**config.mk**
```make
export PLATFORM = sky130hd
export DESIGN_NAME = seq_chunk_adder
export DESIGN_NICKNAME = d
export VERILOG_FILES = /design/src/rtl/seq_chunk_adder_pkg.sv /design/src/rtl/ripple_adder_n.sv /design/src/rtl/seq_chunk_adder.sv
export SDC_FILE = /design/constraint.sdc
export NUM_CORES = 1
export LEC_CHECK = 0
export CAP_MARGIN = 25
export CORE_MARGIN = 3
export CORE_UTILIZATION = 55
export CTS_CLUSTER_DIAMETER = 60
export CTS_CLUSTER_SIZE = 30
export DETAILED_ROUTE_END_ITERATION = 8
export GPL_TIMING_DRIVEN = 0
export PLACE_DENSITY = 0.81
export SETUP_SLACK_MARGIN = 0.02
export SYNTH_ARGS = -nofsm -noshare
export SYNTH_HDL_FRONTEND = slang
export SYNTH_SLANG_ARGS = --single-unit
export TNS_END_PERCENT = 100
```
**constraint.sdc**
```tcl
create_clock -name clk -period 5.1 [get_ports clk]
set_input_delay 1.02 -clock clk [delete_from_list [all_inputs] [get_ports clk]]
set_output_delay 1.02 -clock clk [all_outputs]
set_load 0.01 [all_outputs]
```
**src/rtl/seq_chunk_adder_pkg.sv**
```systemverilog
// Shared state and mode encodings for the chunked sequential adder.
package seq_chunk_adder_pkg;

  typedef enum logic [1:0] {
    ST_IDLE = 2'd0,
    ST_RUN  = 2'd1,
    ST_DONE = 2'd2
  } state_t;

  localparam logic MODE_ADD = 1'b0;
  localparam logic MODE_SUB = 1'b1;

endpackage

```
**src/rtl/ripple_adder_n.sv**
```systemverilog
// Combinational N-bit ripple-carry adder built from full-adder cells.
module ripple_adder_n #(
  parameter int N = 4
) (
  input  logic [N-1:0] x,
  input  logic [N-1:0] y,
  input  logic         cin,
  output logic [N-1:0] s,
  output logic         cout
);

  logic [N:0] c;

  assign c[0] = cin;

  for (genvar i = 0; i < N; i++) begin : g_full_adder
    assign s[i]   = x[i] ^ y[i] ^ c[i];
    assign c[i+1] = (x[i] & y[i]) | (c[i] & (x[i] ^ y[i]));
  end

  assign cout = c[N];

endmodule

```
**src/rtl/seq_chunk_adder.sv**
```systemverilog
// Multi-cycle add/subtract: CHUNK bits per clock, carry held in a register
// between chunks, start/busy/done handshake.
module seq_chunk_adder
  import seq_chunk_adder_pkg::*;
#(
  parameter int WIDTH = 16,
  parameter int CHUNK = 4
) (
  input  logic             clk,
  input  logic             rst,
  input  logic             start,
  input  logic             sub,
  input  logic [WIDTH-1:0] a,
  input  logic [WIDTH-1:0] b,
  output logic             busy,
  output logic             done,
  output logic [WIDTH-1:0] sum,
  output logic             cout,
  output logic             ovf
);

  localparam int NCHUNK = WIDTH / CHUNK;
  localparam int IDXW   = (NCHUNK > 1) ? $clog2(NCHUNK) : 1;
  localparam logic [IDXW-1:0] LAST_IDX = IDXW'(NCHUNK - 1);

  state_t           state_q, state_d;
  logic [WIDTH-1:0] opa_q, opa_d;
  logic [WIDTH-1:0] opb_q, opb_d;
  logic [WIDTH-1:0] work_q, work_d;
  logic [WIDTH-1:0] sum_q, sum_d;
  logic [IDXW-1:0]  idx_q, idx_d;
  logic             carry_q, carry_d;
  logic             msb_a_q, msb_a_d;
  logic             msb_b_q, msb_b_d;
  logic             busy_q, busy_d;
  logic             done_q, done_d;
  logic             cout_q, cout_d;
  logic             ovf_q, ovf_d;

  logic [CHUNK-1:0] chunk_a, chunk_b, chunk_s;
  logic             chunk_c;

  always_comb begin
    chunk_a = opa_q[int'(idx_q)*CHUNK +: CHUNK];
    chunk_b = opb_q[int'(idx_q)*CHUNK +: CHUNK];
  end

  ripple_adder_n #(.N(CHUNK)) u_ripple (
    .x    (chunk_a),
    .y    (chunk_b),
    .cin  (carry_q),
    .s    (chunk_s),
    .cout (chunk_c)
  );

  always_comb begin
    state_d = state_q;
    opa_d   = opa_q;
    opb_d   = opb_q;
    work_d  = work_q;
    sum_d   = sum_q;
    idx_d   = idx_q;
    carry_d = carry_q;
    msb_a_d = msb_a_q;
    msb_b_d = msb_b_q;
    busy_d  = busy_q;
    done_d  = done_q;
    cout_d  = cout_q;
    ovf_d   = ovf_q;

    case (state_q)
      ST_IDLE: begin
        busy_d = 1'b0;
        done_d = 1'b0;
        if (start) begin
          // Subtraction is a + ~b + 1: invert b once here, seed carry with 1.
          state_d = ST_RUN;
          opa_d   = a;
          opb_d   = b ^ {WIDTH{sub}};
          carry_d = (sub == MODE_SUB);
          idx_d   = '0;
          msb_a_d = a[WIDTH-1];
          msb_b_d = b[WIDTH-1] ^ sub;
          busy_d  = 1'b1;
        end
      end
      ST_RUN: begin
        work_d[int'(idx_q)*CHUNK +: CHUNK] = chunk_s;
        carry_d = chunk_c;
        idx_d   = idx_q + IDXW'(1);
        if (idx_q == LAST_IDX) begin
          state_d = ST_DONE;
          sum_d   = work_d;
          cout_d  = chunk_c;
          ovf_d   = (msb_a_q == msb_b_q) && (work_d[WIDTH-1] != msb_a_q);
          busy_d  = 1'b0;
          done_d  = 1'b1;
        end
      end
      ST_DONE: begin
        state_d = ST_IDLE;
        busy_d  = 1'b0;
        done_d  = 1'b0;
      end
      default: begin
        state_d = ST_IDLE;
        busy_d  = 1'b0;
        done_d  = 1'b0;
      end
    endcase
  end

  always_ff @(posedge clk or posedge rst) begin
    if (rst) begin
      state_q <= ST_IDLE;
      opa_q   <= '0;
      opb_q   <= '0;
      work_q  <= '0;
      sum_q   <= '0;
      idx_q   <= '0;
      carry_q <= 1'b0;
      msb_a_q <= 1'b0;
      msb_b_q <= 1'b0;
      busy_q  <= 1'b0;
      done_q  <= 1'b0;
      cout_q  <= 1'b0;
      ovf_q   <= 1'b0;
    end else begin
      state_q <= state_d;
      opa_q   <= opa_d;
      opb_q   <= opb_d;
      work_q  <= work_d;
      sum_q   <= sum_d;
      idx_q   <= idx_d;
      carry_q <= carry_d;
      msb_a_q <= msb_a_d;
      msb_b_q <= msb_b_d;
      busy_q  <= busy_d;
      done_q  <= done_d;
      cout_q  <= cout_d;
      ovf_q   <= ovf_d;
    end
  end

  assign busy = busy_q;
  assign done = done_q;
  assign sum  = sum_q;
  assign cout = cout_q;
  assign ovf  = ovf_q;

endmodule

```
==> Word-level counts from Yosys, hierarchy flattened <==
Index checks and enable logic that the tools add are counted.
{ "totals": {"inputBits": 36, "register_bits": 75, "word_cells": 67} }
{ "op_classes": {"muxes": 13, "eq_ne": 6, "n_bitwise": 22, "n_addsub": 2, "n_shift": 4, "n_reduce_logical": 7} }
{ "op_table": {"columns": ["op", "count"], "rows": [
  ["$neg 4->33", 1],
  ["$shift 4x33->16 const A", 1],
  ["$shiftx 4x33->16", 1],
  ["$shiftx 16x5->4", 2],
  ["$bwmux 16", 1],
  ["$xor 16x16->16", 1],
  ["$xor 1x1->1", 9],
  ["$and 1x1->1", 8],
  ["$pmux 2 s2", 2],
  ["$reduce_and 2->1", 4],
  ["$mux 2", 3],
  ["$mux 1", 5],
  ["$ne 2x2->1 const B", 2],
  ["$or 1x1->1", 4],
  ["$pmux 1 s2", 2],
  ["$add 2x1->2 const B", 1],
  ["$eq 2x1->1 const B", 1],
  ["$eq 2x2->1 const B", 1],
  ["$logic_not 2->1", 1],
  ["$reduce_bool 2->1", 1],
  ["$eq 1x1->1", 1],
  ["$logic_and 1x1->1", 1],
  ["$ne 1x1->1", 1]
]} }

==> Logic depth before layout (Yosys ltp) <==
Gate-level depths: netlist (run 1).
{ "logic_depth": {"ltp_word": 13, "mapped_depth": 14, "depth_no_buf": 12} }

==> Cells and area by module <==
A second synthesis (run 1) with hierarchy kept.
{ "hier_totals": {"hier_cells": 272, "hier_area_um2": 3323.2} }
{ "modules_own_cells": {"columns": ["module", "area_each_um2", "n_inst", "cells_per_inst", "seq_area_each_um2"], "rows": [
  ["seq_chunk_adder", 3205.6, 1, 258, 1726.7],
  ["ripple_adder_n", 117.6, 1, 14, 0.0]
]} }

==> Least setup slack after synthesis (run 1) <==
OpenSTA, ideal clock, no wires.
{ "synth_path": {"path_type": "reg-to-reg", "from": "reg idx_q[0]", "to": "reg ovf_q, in the netlist ovf", "path_buffers": 2, "stages_incl_launch_ff": 15, "setup_time_ns": 0.124, "path_slack_ns": 1.693, "t_arrival_ns": 3.283, "path_cell_list": "dfrtp_1 buf_4 mux4_2 inv_1 fa_1 inv_1 fa_1 inv_1 fa_1 inv_1 fa_1 clkbuf_1 nor4bb_1 a22o_1 o31a_1"} }
{ "synth_via": {"elab_chain_len": 13, "elab_cells_between_ends": 27, "classes_between": "add/sub: 1; eq/ne: 2; shift: 4; mux: 1; bitwise: 17; reduce/logical: 2"} }
{ "synth_rtl": {"columns": ["item", "line", "rtl"], "rows": [
  ["from (decl)", "seq_chunk_adder.sv:31", "logic [IDXW-1:0] idx_q, idx_d;"],
  ["from (signal assigned)", "seq_chunk_adder.sv:134", "idx_q <= idx_d;"],
  ["$shiftx 16x5->4 (on tied branches)", "seq_chunk_adder.sv:44, seq_chunk_adder.sv:45", null],
  ["$xor 1x1->1", "ripple_adder_n.sv:17, ripple_adder_n.sv:18", null],
  ["$and 1x1->1", "ripple_adder_n.sv:18", "assign c[i+1] = (x[i] & y[i]) | (c[i] & (x[i] ^ y[i]));"],
  ["$or 1x1->1", "ripple_adder_n.sv:18", null],
  ["$and 1x1->1", "ripple_adder_n.sv:18", null],
  ["$or 1x1->1", "ripple_adder_n.sv:18", null],
  ["$and 1x1->1", "ripple_adder_n.sv:18", null],
  ["$or 1x1->1", "ripple_adder_n.sv:18", null],
  ["$xor 1x1->1", "ripple_adder_n.sv:17", "assign s[i] = x[i] ^ y[i] ^ c[i];"],
  ["$shiftx 4x33->16", "seq_chunk_adder.sv:88", "work_d[int'(idx_q)*CHUNK +: CHUNK] = chunk_s;"],
  ["$bwmux 16", "seq_chunk_adder.sv:88", null],
  ["$ne 1x1->1", "seq_chunk_adder.sv:95", "ovf_d = (msb_a_q == msb_b_q) && (work_d[WIDTH-1] != msb_a_q);"],
  ["$logic_and 1x1->1", "seq_chunk_adder.sv:95", null],
  ["to (signal assigned)", "seq_chunk_adder.sv:141", "ovf_q <= ovf_d;"],
  ["to (decl)", "seq_chunk_adder.sv:38", "logic ovf_q, ovf_d;"]
]} }
Several ways; a longest one is shown, not always the timed one.
A chain may end at the register's enable or synchronous reset.

==> Worst setup path in the final report (run 1) <==
Same ends and word-level chain as after synthesis.

==> results.ini, run 1 <==
[routing]
ant_nets = 0
first_pass_iters = 4
drt_wl_total_um = 7300
drcViolationCount = 0
via_count = 2577
first_iter_violations = 183
wl_per_cell_um = 15.1
viasPerCell = 5.35

[timing]
min_period_ns = 3.99
setup_viol = 0
finalMaxSlewViolations = 0
finClkSkew_ns = 0.00473
worst_slew_pin_slew_ns = 0.871
slew-limit-headroom = 0.419
max_clock_freq_mhz = 251
hold_viol_final = 0
rsz0062_at_grt = false
tns_ns = 0
min_period_over_period = 0.781

[cells_and_area]
nNetsFinal = 448
most-common-layout-cells = nand2_1 (87), dfrtp_1 (73), clkdlybuf4s50_1 (54)
final_common_cell = nand2_1
fin_util = 0.727
synthToLayoutAreaGrowth_pct = 24.1
drive_above_1_share = 0.155
multi_input_area_um2 = 1550
fillers = 466
register_area_um2 = 1830
n_antenna_cell = 0

[clocking]
cts_root_buf = clkbuf_8
clockBufferDepth = 2
post_cts_buffers = 0
insertion_delay_ns = 0.34
cts_resized = 0
htree_levels = 3
cts_sinks = 73
cts_made_buffers = 9
cts_tree = yes
path_clk_slew_ns = 0.07
postCtsHoldBufs = 0

[job]
maxCapViolations = 0

[yosys]
avgSynthCellArea_um2 = 10.7
synthesis.nets = 383
ys_ff_latch = 73
synth_area_um2 = 3590
yosys_warnings = 0
ys_seq_area_frac = 0.509
yosysUniqueCellTypes = 37
synthCells = 337

[grt]
met2_usage = 0.357
grt_pass1_wl_um = 12100
antenna_found_initial = 0
global_route.usage.met1 = 0.271
grt_max_degree = 74
grt_pass1_vias = 2527
use_met3 = 0.0380
busiest_layer = met2
overflow = 0
globalRouteTotalUtil = 0.212

[worst_setup_path]
end_kind = flop
worstPathCellList = buf_4 -> mux4_2 -> inv_1 -> fa_1 -> inv_1 -> fa_1 -> inv_1 -> fa_1 -> inv_1 -> fa_1 -> clkbuf_1 -> nor4bb_1 -> a22o_1 -> o31a_1
critPathMaxFanout = 10
crit_path_max_incr_delay_ns = 0.55
critical_path_arrival_ns = 4.27
crit_type = flop to flop
crit_required_ns = 5.38
slowest_stage = dfrtp_1
start_kind = flop

[pwr]
p_int_w = 0.00176
p_leak_nw = 2.03
cellPowerDensity_nw_per_um2 = 669
clockPowerShare = 0.171
power_frac_comb = 0.502
irDropWorstVdd_uv = 381
switching_power_w = 0.00122
p_sw_frac = 0.410
power_frac_seq = 0.327

[worst_hold_path]
hold_class = flop to flop

[placement]
place.gp.congestion = 0.800
hpwlAfterDp_um = 5320
portBuffers = 54

[floorplanning]
die_area_um2 = 7530
fp-row-count = 28
fp.dieW_um = 86.8
die_h_um = 86.8
coreArea_um2 = 6130
boundaryPins = 56
start_util = 0.586

[outcome]
status = complete, no violations

power by group through the flow:
stage          logic (W)  registers (W)  clock network, W
2_1_floorplan   0.000999       0.000974                 0
3_3_place_gp     0.00144       0.000971                 0
3_5_place_dp     0.00149       0.000985                 0
4_1_cts          0.00151       0.000976          0.000519
5_1_grt          0.00166        0.00100          0.000539
6_report         0.00150       0.000974          0.000510
state kept, by name, summed over array words and instances (netlist names):
| register | flops |
|---|---|
| state_q | 2 |
| carry_q | 1 |
| work_q | 16 |
| cout | 1 |
| ovf | 1 |
| sum | 16 |
| done | 1 |
| opa_q | 16 |
| opb_q | 16 |
| idx_q | 2 |
| busy | 1 |
stage by stage:
step	power, W	worst slack [ns]	area, um^2	std cells	hold slack, ns
2_1_floorplan	0.00197	1.69	3590	337	0.440
3_3_place_gp	0.00241	1.13	4230	466	0.456
3_5_place_dp	0.00247	1.24	4230	466	0.462
4_1_cts	0.00300	1.09	4460	482	0.481
5_1_grt	0.00320	0.863	4460	482	0.497
6_report	0.00298	1.11	4460	482	0.478
synthesized netlist by cell type, drive strengths merged:
cell / instances / area share
nand2: 87 / 0.091
dfrtp: 73 / 0.51
o21ai: 35 / 0.066
buf: 18 / 0.038
inv: 16 / 0.017
xnor2: 16 / 0.039
a21oi: 13 / 0.018
nor2b: 13 / 0.023
a22o: 9 / 0.022
mux4: 8 / 0.050
a32o: 7 / 0.020
ha: 6 / 0.021
nor2: 5 / 0.0052
clkbuf: 4 / 0.0045
fa: 4 / 0.022
a22oi: 3 / 0.0063
nor4bb: 3 / 0.0084
nand2b: 2 / 0.0035
nor3b: 2 / 0.0073
o31ai: 2 / 0.0042
a211oi: 1 / 0.0021
a221o: 1 / 0.0028
and2b: 1 / 0.0021
and4b: 1 / 0.0028
and4bb: 1 / 0.0035
mux2: 1 / 0.0031
nand3: 1 / 0.0014
nand3b: 1 / 0.0021
nor3: 1 / 0.0014
o31a: 1 / 0.0024
or3b: 1 / 0.0024
worst paths after layout:
check / start / end / slack [ns] / cells past startpoint
min reg2reg: opa_q[13] / opa_q[13] / 0.48 / 2
min in group asynchronous: rst / busy / 1.20 / 2
max: idx_q[0] / ovf / 1.11 / 14
max reg2reg: idx_q[0] / ovf / 1.11 / 14
min: opa_q[13] / opa_q[13] / 0.48 / 2
max in group asynchronous: rst / opb_q[10] / 3.33 / 2
layout make-up:
type                            count  share of cell area
Timing Repair Buffer               54               0.121
Tap cell                           75              0.0211
Sequential cell                    73               0.410
Multi-Input combinational cell    226               0.348
Inverter                           16              0.0140
Clock inverter                      5              0.0174
Clock buffer                       11              0.0340
Buffer                             22              0.0343
worst max-delay path, delay by kind of cell (launching register included):
family / cells / cell delay [ns]
and+or+nand+nor: 1 / 0.38
adders and majority gates: 4 / 1.20
DFF: 1 / 0.55
buffers and inverters: 6 / 0.93
AOI/OAI and AO/OA: 2 / 0.32
muxes: 1 / 0.52
kinds of logic after synthesis:
group	after synthesis	synth area share
compound gates	72	0.143
xor+xnor	16	0.0390
fa+ha+maj	10	0.0432
buf+inv	38	0.0592
flops	73	0.509
mux	9	0.0533
simple gates	119	0.154
layer usage:
metal / up-vias / share of wire
met5: - / 0
met4: 0 / 0.017
met3: 12 / 0.039
met2: 58 / 0.50
met1: 1241 / 0.44
li1: 1266 / -
No activity file was read; power rests on OpenSTA's default activity.
==> run 2: changes to the inputs <==
- CORE_UTILIZATION: 55 -> 54
- PLACE_DENSITY: 0.81 -> 0.8
- clock period: 5.1 -> 3.75 ns (I/O delays scaled with it)
==> run 2 against run 1 <==
Final cell count stayed put. Global-route usage grew 0.079 points. Wire length about the same. First-iteration DRC count decreased by 48%. Register-to-register slack got worse by 0.90 ns. Total power up 34%. Die area is 1.7% higher. Flip-flop and latch count unchanged.
==> results.ini, run 2 (same netlist as run 1, synthesis figures left out) <==
[outcome]
status = complete, no violations

[worst_setup_path]
end_kind = flop
crit_top_cell = inv_1
crit_path_max_incr_delay_ns = 0.54
worstPathCellList = buf_6 -> mux4_2 -> inv_1 -> fa_1 -> inv_1 -> fa_1 -> inv_1 -> fa_1 -> inv_1 -> fa_2 -> nor4bb_1 -> a22o_1 -> o31a_1
crit_type = flop to flop
reg2reg_slack_ns = 0.21
critPathMaxFanout = 10
start_kind = flop
crit_required_ns = 3.98
slowest_stage = fa_2
critical_path_arrival_ns = 3.77

[clocking]
postCtsHoldBufs = 0
path_clk_slew_ns = 0.07
cts_tree = yes
htree_levels = 3
cts_resized = 1
cts_root_buf = clkbuf_8
insertion_delay_ns = 0.34
cts_made_buffers = 9
post_cts_buffers = 0
clockBufferDepth = 2
cts_sinks = 73

[floorplanning]
boundaryPins = 56
fp-row-count = 29
die_h_um = 87.5
fp.dieW_um = 87.5
coreArea_um2 = 6390
start_util = 0.562
die_area_um2 = 7660

[worst_hold_path]
hold_class = flop to flop

[routing]
first_pass_iters = 4
via_count = 2615
viasPerCell = 5.43
ant_nets = 0
drcViolationCount = 0
drt_wl_total_um = 7290
first_iter_violations = 95
wl_per_cell_um = 15.1

[timing]
worst_hold_slack_ns = 0.478
tns_ns = 0
setup_viol = 0
slew-limit-headroom = 0.417
min_period_ns = 3.54
hold_viol_final = 0
min_period_over_period = 0.944
finClkSkew_ns = 0.00741
rsz0062_at_grt = false
worst_slew_pin_slew_ns = 0.875
max_clock_freq_mhz = 283
finalMaxSlewViolations = 0

[placement]
placed_cell_area_um2 = 4230
hpwlAfterDp_um = 5280
place.gp.congestion = 0.782
dp.cells = 468
portBuffers = 54

[grt]
grt_pass1_wl_um = 12600
grt_max_degree = 74
antenna_found_initial = 0
globalRouteTotalUtil = 0.213
grt_pass1_vias = 2660
overflow = 0

[cells_and_area]
instances_no_fill = 482
n_antenna_cell = 0
most-common-layout-cells = nand2_1 (87), dfrtp_1 (72), clkdlybuf4s50_1 (54)
final_area_um2 = 4430
synthToLayoutAreaGrowth_pct = 23.3
final_common_cell = nand2_1
drive_above_1_share = 0.156
nNetsFinal = 447

[job]
maxCapViolations = 0

[pwr]
cellPowerDensity_nw_per_um2 = 905
p_leak_nw = 2.02
irDropWorstVdd_uv = 688

==> run 2: changes by cell type in the layout (fill, tap and decap cells not counted), sizes merged <==
| cell | change |
|---|---|
| bufinv | -1 |
| clkinvlp | -1 |
==> run 2: final cells by class <==
| cell class | instances | area [um^2] |
|---|---|---|
| fillers | 488 | 1960 |
| flip-flops and latches | 73 | 1830 |
| multi-input cells | 226 | 1550 |
| repair buffers | 54 | 541 |
| clock buffers | 12 | 155 |
| plain buffers | 21 | 153 |
| well taps | 77 | 96.3 |
| inverters | 16 | 62.6 |
| clock inverters | 3 | 40.0 |
==> run 2: path summary, 6_finish.rpt <==
path / startpoint / endpoint / cells after the start
max reg2reg: idx_q[0] / ovf / 13
min reg2reg: opa_q[10] / opa_q[10] / 2
max in group asynchronous: rst / idx_q[0] / 2
min: opa_q[10] / opa_q[10] / 2
min in group asynchronous: rst / ovf / 2
max: idx_q[0] / ovf / 13
==> run 2: report_power, final <==
group / switching (W) / internal [W]
Clock: 0.000272 / 0.000338
Combinational: 0.00116 / 0.000907
Sequential: 0.000211 / 0.00113
Total: 0.00164 / 0.00237
==> run 2: metrics by stage <==
stage	power, W	setup WS, ns	utilization
finish	0.00401	0.211	0.694
global route	0.00431	0.0448	0.694
CTS	0.00400	0.0654	0.693
detailed placement	0.00337	-0.0817	0.662
global placement	0.00329	-0.0171	0.662
floorplan	0.00268	0.343	-
==> run 2: per-layer routing <==
layer / wire, um / part of all wire / vias to the layer above / global-route usage
met5: 0 / 0 / - / 0
met4: 142 / 0.019 / 0 / 0.0781
met3: 269 / 0.037 / 13 / 0.0310
met2: 3740 / 0.51 / 75 / 0.365
met1: 3150 / 0.43 / 1262 / 0.276
li1: - / - / 1265 / -
==> run 2: critical path, delay by kind of cell (launching register included) <==
kind / cells / cell delay, ns
adder cells (fa/ha/maj): 4 / 1.45
flip-flops: 1 / 0.49
AO/OA/AOI/OAI: 2 / 0.48
buffers and inverters: 5 / 0.45
multiplexers: 1 / 0.36
AND/OR/NAND/NOR: 1 / 0.18
==> run 3: changes to the inputs <==
- CORE_UTILIZATION: 54 -> 55
- CTS_BUF_LIST: default -> sky130_fd_sc_hd__clkbuf_8
- PLACE_DENSITY: 0.8 -> 0.81
==> run 3 against run 2 <==
Maximum frequency shrank 0.53%. Clock power grew 14%. Non-clock buffer count grew 2. Combinational power grew 2%. Cell area grew 1.2%. Highest routed layer unchanged.
==> results.ini, run 3 (same netlist as run 1, synthesis figures left out) <==
[floorplanning]
start_util = 0.586
die_area_um2 = 7530
die_h_um = 86.8
fp.dieW_um = 86.8
coreArea_um2 = 6130
boundaryPins = 56
fp-row-count = 28

[worst_hold_path]
hold_class = flop to flop

[worst_setup_path]
cp_num_buf_inv = 5
rr_worst_depth = 13
crit_end = ovf
reg2reg_to = ovf
crit_type = flop to flop
rr_startpoint = idx_q[0]
crit_path_max_incr_delay_ns = 0.54
end_kind = flop
slowest_stage = fa_2
start_kind = flop
critical_path_arrival_ns = 3.79
reg2reg_slack_ns = 0.19
crit_family = adder cells
critPathLaunch = idx_q[0]
crit_top_cell = inv_1
worstPathCellList = buf_6 -> mux4_2 -> inv_1 -> fa_1 -> inv_1 -> fa_1 -> inv_1 -> fa_1 -> inv_1 -> fa_2 -> nor4bb_2 -> a22o_1 -> o31a_1
crit_required_ns = 3.98
cp_num_cells = 13
critPathMaxFanout = 10

[routing]
drt_wl_total_um = 7390
first_pass_iters = 4
first_iter_violations = 148
drcViolationCount = 0
via_count = 2580
wl_per_cell_um = 15.3
viasPerCell = 5.34
ant_nets = 0

[timing]
max_clock_freq_mhz = 281
setup_viol = 0
finClkSkew_ns = 0.00672
rsz0062_at_grt = false
slew-limit-headroom = 0.416
finalMaxSlewViolations = 0
tns_ns = 0
setup_slack_ns = 0.192
min_period_ns = 3.56
hold_viol_final = 0
min_period_over_period = 0.949
worst_slew_pin_slew_ns = 0.876

[placement]
pre_cts_ws_ns = -0.112
place.gp.congestion = 0.800
hpwlAfterDp_um = 5320
portBuffers = 54

[pwr]
clockPowerShare = 0.169
power_frac_seq = 0.321
p_int_w = 0.00245
p_leak_nw = 2.04
p_sw_frac = 0.407
switching_power_w = 0.00168
power_frac_comb = 0.511
irDropWorstVdd_uv = 518
cellPowerDensity_nw_per_um2 = 920

[cells_and_area]
n_antenna_cell = 0
most-common-layout-cells = nand2_1 (87), dfrtp_1 (72), clkdlybuf4s50_1 (54)
final_common_cell = nand2_1
nNetsFinal = 449
drive_above_1_share = 0.167
synthToLayoutAreaGrowth_pct = 24.8
fin_util = 0.731

[clocking]
clockBufferDepth = 2
cts_sinks = 73
cts_root_buf = clkbuf_8
postCtsHoldBufs = 0
cts_made_buffers = 9
cts_tree = yes
path_clk_slew_ns = 0.08
insertion_delay_ns = 0.34
htree_levels = 3

[grt]
antenna_found_initial = 0
global_route.usage.met1 = 0.271
globalRouteTotalUtil = 0.212
use_met3 = 0.0380
busiest_layer = met2
grt_max_degree = 74
met2_usage = 0.357
overflow = 0
grt_pass1_wl_um = 12100
grt_pass1_vias = 2526

[job]
maxCapViolations = 0

[outcome]
status = complete, no violations

==> run 3: through the flow <==
stage          area [um^2]  instances  hold slack [ns]  total power [W]
6_report              4480        483            0.478          0.00412
5_1_grt               4480        483            0.497          0.00441
4_1_cts               4460        481            0.481          0.00411
3_5_place_dp          4230        466            0.462          0.00336
3_3_place_gp          4230        466            0.456          0.00328
2_1_floorplan         3590        337            0.440          0.00268
==> run 3: worst min-delay path, stage by stage (launching register included) <==
cell	delay, ns
dfrtp_1	0.34
nand2_1	0.05
nand2_1	0.05
==> run 3: worst min path at each step <==
stage	from	to	slack [ns]	depth (start not counted)
floorplan	opa_q[10]	opa_q[10]	0.44	2
global placement	opa_q[7]	opa_q[7]	0.46	2
detailed placement	opa_q[7]	opa_q[7]	0.46	2
CTS	opa_q[7]	opa_q[7]	0.48	2
global route	work_q[7]	work_q[7]	0.50	1
finish	opa_q[13]	opa_q[13]	0.48	2
==> run 3: final cells by class <==
| type | instances | area, um^2 |
|---|---|---|
| fillers | 459 | 1650 |
| clock inverters | 5 | 77.6 |
| clock buffers | 11 | 151 |
| repair buffers | 56 | 556 |
| flip-flops and latches | 73 | 1830 |
| inverters | 16 | 62.6 |
| well taps | 75 | 93.8 |
| plain buffers | 21 | 153 |
| multi-input cells | 226 | 1560 |
==> run 3: power by group through the flow <==
stage / clock (W) / sequential (W) / combinational (W)
after floorplan: 0 / 0.00132 / 0.00136
after global placement: 0 / 0.00132 / 0.00196
after detailed placement: 0 / 0.00134 / 0.00202
after CTS: 0.000705 / 0.00133 / 0.00208
after global routing: 0.000733 / 0.00136 / 0.00231
final: 0.000695 / 0.00132 / 0.00210
==> run 3: metal layers <==
metal,vias to the layer above,part of all wire
met4,0,0.017
met3,13,0.035
met5,-,0
met1,1240,0.44
met2,59,0.51
li1,1268,-
==> run 3: repair_timing <==
item                                    4_1_cts  5_1_grt
endpoints found under the setup margin        1        1
setup buffers                                 0        2
endpoints found under the hold margin         0        0
gates resized for setup                       2        2
